--- src/rtl/alu_issue_ctrl.sv ---
// Issue controller sequencing one decoded instruction through the 16-bit ALU (setup, EN pulse, capture, handshake out).
// Optional macro ALU_ISSUE_ILLEGAL_TRAP_EN: trap illegal opcodes (9-15) instead of running them through the ALU.
module alu_issue_ctrl #(
    parameter int WIDTH = 16,
    parameter int RD_W  = 3
) (
    input  logic             clk,
    input  logic             reset,
    input  logic             in_valid,
    output logic             in_ready,
    input  logic [3:0]       in_opcode,
    input  logic [WIDTH-1:0] in_rs1_data,
    input  logic [WIDTH-1:0] in_rs2_data,
    input  logic [WIDTH-1:0] in_imm,
    input  logic [RD_W-1:0]  in_rd,
    output logic [3:0]       alu_op,
    output logic [WIDTH-1:0] alu_a,
    output logic [WIDTH-1:0] alu_b,
    output logic             alu_en,
    input  logic [WIDTH-1:0] alu_result,
    output logic             out_valid,
    input  logic             out_ready,
    output logic [WIDTH-1:0] out_result,
    output logic [3:0]       out_opcode,
    output logic [RD_W-1:0]  out_rd,
    output logic [WIDTH-1:0] out_store_data,
    output logic             illegal_op
);
    localparam logic [3:0] OP_SUB = 4'd2;
    localparam logic [3:0] OP_SW  = 4'd8;

    typedef enum logic [2:0] {S_IDLE, S_SETUP, S_FIRE, S_CAPTURE, S_HOLD} state_t;

    state_t           r_state, w_next;
    logic [3:0]       r_op, r_out_op;
    logic [WIDTH-1:0] r_a, r_b, r_sd, r_out_result, r_out_sd;
    logic [RD_W-1:0]  r_rd, r_out_rd;
    logic             w_accept, w_trap;

    assign w_accept = in_valid && (r_state == S_IDLE);

`ifdef ALU_ISSUE_ILLEGAL_TRAP_EN
    logic r_illegal;
    // Set on acceptance so the pulse lands in the SETUP cycle.
    always_ff @(posedge clk) begin
        if (reset) r_illegal <= 1'b0;
        else       r_illegal <= w_accept && (in_opcode > OP_SW);
    end
    assign w_trap = r_illegal;
`else
    assign w_trap = 1'b0;
`endif

    always_ff @(posedge clk) begin
        if (reset) r_state <= S_IDLE;
        else       r_state <= w_next;
    end

    always_comb begin
        w_next = r_state;
        case (r_state)
            S_IDLE:    if (w_accept) w_next = S_SETUP;
            S_SETUP:   w_next = w_trap ? S_IDLE : S_FIRE;
            S_FIRE:    w_next = S_CAPTURE;
            S_CAPTURE: w_next = S_HOLD;
            S_HOLD:    if (out_ready) w_next = S_IDLE;
            default:   w_next = S_IDLE;
        endcase
    end

    always_ff @(posedge clk) begin
        if (reset) begin
            r_op         <= '0;
            r_a          <= '0;
            r_b          <= '0;
            r_sd         <= '0;
            r_rd         <= '0;
            r_out_op     <= '0;
            r_out_result <= '0;
            r_out_sd     <= '0;
            r_out_rd     <= '0;
        end else begin
            if (w_accept) begin
                r_op <= in_opcode;
                r_a  <= in_rs1_data;
                r_b  <= (in_opcode <= OP_SUB) ? in_rs2_data : in_imm;
                r_sd <= (in_opcode == OP_SW) ? in_rs2_data : '0;
                r_rd <= in_rd;
            end
            // Output side loads in one shot so everything out_* changes together.
            if (r_state == S_CAPTURE) begin
                r_out_result <= alu_result;
                r_out_op     <= r_op;
                r_out_rd     <= r_rd;
                r_out_sd     <= r_sd;
            end
        end
    end

    // Gating by reset kills the EN pulse in the same cycle reset is raised.
    assign alu_en         = (r_state == S_FIRE) && !reset;
    assign in_ready       = (r_state == S_IDLE) && !reset;
    assign out_valid      = (r_state == S_HOLD);
    assign alu_op         = r_op;
    assign alu_a          = r_a;
    assign alu_b          = r_b;
    assign out_result     = r_out_result;
    assign out_opcode     = r_out_op;
    assign out_rd         = r_out_rd;
    assign out_store_data = r_out_sd;
    assign illegal_op     = w_trap;
endmodule

--- config.mk ---
export PLATFORM = sky130hd
export DESIGN_NAME = alu_issue_ctrl
export DESIGN_NICKNAME = d
export VERILOG_FILES = /design/src/rtl/alu_issue_ctrl.sv
export SDC_FILE = /design/constraint.sdc
export NUM_CORES = 1
export LEC_CHECK = 0
export BUFFER_PORTS_ARGS = -buffer_cell sky130_fd_sc_hd__clkbuf_2
export CORE_ASPECT_RATIO = 1.75
export CORE_MARGIN = 3
export CORE_UTILIZATION = 40
export DETAILED_ROUTE_END_ITERATION = 10
export PLACE_DENSITY = 0.75
export REMOVE_ABC_BUFFERS = 1
export SETUP_SLACK_MARGIN = 0.4
export SYNTH_ARGS = -nofsm -noshare
export SYNTH_HDL_FRONTEND = slang
export SYNTH_SLANG_ARGS = --single-unit
--- constraint.sdc ---
create_clock -name clk -period 1.8 [get_ports clk]
set_input_delay 0 -clock clk [delete_from_list [all_inputs] [get_ports clk]]
set_output_delay 0 -clock clk [all_outputs]
set_load 0.02 [all_outputs]
==> metrics.cfg <==
[floorplan]
dieArea_um2=10100
initial_core_util_pct=41.2
die_h_um=131
num_rows=45
ios=154
die_x_um=77.4
core-area_um2=8670

[sta]
fmax_mhz=686
period_share_pct=81.0
finalSetupViolCount=0
final-hold-violation-count=0
period_minus_slack_ns=1.46
rsz0062_at_grt=true
setup_ws_ns=0.341
fin_hold_ws_ns=0.106
finClkSkew_ns=0.00488
slew_headroom_pct=47.6
slew_violations=0
worst_pin_slew_ns=0.786

[power_and_ir_drop]
power_density_nw_per_um2=935
power.switching_mw=1.45
power_frac_seq_pct=42.8
intPower_mw=4.03
pwr-share-clk_pct=37.6
power_frac_comb_pct=19.6
p_leak_nw=2.45
ir_drop_mv=0.665
swShare_pct=26.5

[logic_synthesis]
muxShareOfSynthArea_pct=0
async_flop_share_pct=0
synth_top_family_by_area=simple AND/OR/NAND/NOR gates
yosysMostFrequentCell=nand2_1
synthTopCellsByArea=dfxtp_1 54%, nand2_1 18%, a21oi_1 11%
synthAdderAreaFrac_pct=0
synth_top_area_share_pct=54.4
yosysWarnings=0
netlist_area_um2=3570
ys_ff_latch=97
synth_xor_area_share_pct=0.245
ys_seq_area_share_pct=54.4
synth_cell_types=25
synth_compound_area_share_pct=15.8
synth_cells=448
syn_avg_cell_area_um2=7.97
synth-edff-count=0
synth_area_leader_cell=dfxtp_1
yosys.area_share.simple_pct=25.0
synth_common_cells=172 x nand2_1, 97 x dfxtp_1, 79 x a21oi_1
synthFlopType=dfxtp_1

[final_layout]
seq_area_um2=1950
nNetsFinal=743
layout-drive-gt1-share_pct=33.1
fin_util_pct=67.7
syn2layout_area_growth_pct=64.5
n_fill_cell=687
multi_input_area_um2=1670

[detailed_routing]
routed_via_density=5.17
dr.pass1.iters=5
vias=4087
drt_first_iter_violations=313
drc=0
wl_met3_um=656
topRoutingLayerUsed=met4
wl_per_cell_um=16.5
drt-met1-wl_um=4700
ant_nets=0
wl_um=13000
wl_met2_um=6940

[outcome]
outcome=completed

[clock_network]
numCtsBuffers=9
clk_pin_slew_ns=0.06
root_buffer=clkbuf_16
tritoncts=yes
clock_path_buffers=2
h-tree-depth=3
cts.sinks=97
clock_latency_ns=0.34

[grt]
antenna_found_initial=0
grt_pass1_vias=3798
grt_start_max_net_pins=71
grt_pass1_wl_um=18100
overflow=0
grtUsageTotal_pct=22.4

[placement]
post-place-ws_ns=0.216
dp_hpwl_um=6550
port_buffers=152
gp_congestion=0.833

[critical_path]
required_ns=2.05
arrival_ns=1.71
cp_max_fo=8
start_kind=flop
crit_type=reg2reg
cp-end-kind=flop

[min_path]
holdCritPathClass=in2reg

[flow_run]
maxCapViolations=0

[registers in the layout, indices dropped and copies added (netlist names), 4 cells and up]
| signal | flops |
|---|---|
| out_result | 16 |
| r_sd | 16 |
| alu_b | 16 |
| out_store_data | 16 |
| out_opcode | 4 |
| alu_a | 16 |
| alu_op | 4 |
[logic make-up (layout without fill, tap and decap cells)]
logic type | after synthesis | after routing
simple gates | 215 | 216
compound gates | 98 | 98
flops | 97 | 97
buf+inv | 36 | 260
other cells | 1 | 2
xor+xnor | 1 | 1
[worst paths after layout]
kind                                   start  endpoint  slack [ns]  cells past startpoint
worst max-delay path              r_state[0]  alu_b[0]        0.34                      5
worst min register to register      r_sd[10]  r_sd[10]        0.45                      2
worst min-delay path            in_opcode[3]  alu_b[3]        0.11                      4
worst max register to register    r_state[0]  alu_b[0]        0.34                      5
[worst max-delay path, cell delays in order, from the launching register on]
cell	delay (ns)
dfxtp_4	0.38
nor4b_4	0.35
buf_6	0.22
clkbuf_16	0.19
nor2_2	0.04
a311oi_1	0.18
[cells in the final DEF, fill, tap and decap left out]
cell and count:
buf_6 4, buf_16 1, a21oi_1 77, xnor2_1 1, dfxtp_4 2, nand2b_1 1
nand3b_1 1, and2_1 1, a311oi_2 11, clkbuf_1 3, dfxtp_2 1, nor2_2 5
nor3b_1 1, or4b_4 2, conb_1 1, buf_4 8, nor4_1 1, a211oi_2 1
diode_2 1, buf_12 3, clkbuf_8 2, nor2_4 11, nor3_1 2, bufinv_16 2
nand3_1 15, and3b_2 1, a211o_1 1, o21a_1 1, dlygate4sd3_1 73, dfxtp_1 94
a311oi_1 5, nand2_1 172, nor4b_4 2, a21oi_2 2, clkbuf_16 13, clkbuf_2 151
nand3_2 1
[power groups by stage]
stage          clock network (mW)  registers, mW  logic (mW)
6_report                     2.06           2.35        1.08
4_1_cts                      2.08           2.33       0.866
5_1_grt                      2.17           2.36        1.15
3_3_place_gp                    0           2.36       0.676
2_1_floorplan                   0           2.47       0.257
3_5_place_dp                    0           2.37       0.692
[timing repair]
item / CTS / global route
hold endpoints to repair: 73 / 0
setup endpoints to repair: 55 / 93
cloned: 2 / 6
pin swaps: 2 / 20
hold buffers: 73 / 0
gates resized for setup: 4 / 47
buffers inserted: 2 / 1
[layout make-up]
type | count | area share (%)
Timing Repair Buffer | 244 | 30.3
Tap cell | 117 | 2.49
Clock buffer | 14 | 4.50
Clock inverter | 2 | 1.02
Antenna cell | 1 | 0.0426
Sequential cell | 97 | 33.2
Multi-Input combinational cell | 316 | 28.4
[stage by stage]
stage	setup TNS [ns]	total power [mW]	std cells	instance area (um2)
2_1_floorplan	-39.55	2.73	412	3410
3_3_place_gp	0	3.04	690	4430
3_5_place_dp	0	3.06	690	4430
4_1_cts	0	5.27	783	5550
5_1_grt	0	5.68	790	5870
6_report	0	5.49	791	5870
[metal layers]
metal / track usage (%) / vias to the layer above
li1: - / 1934
met1: 23.3 / 1906
met2: 41.5 / 190
met3: 4.32 / 57
met4: 13.2 / 0
met5: 0 / -
No activity file was read; power rests on OpenSTA's default activity.
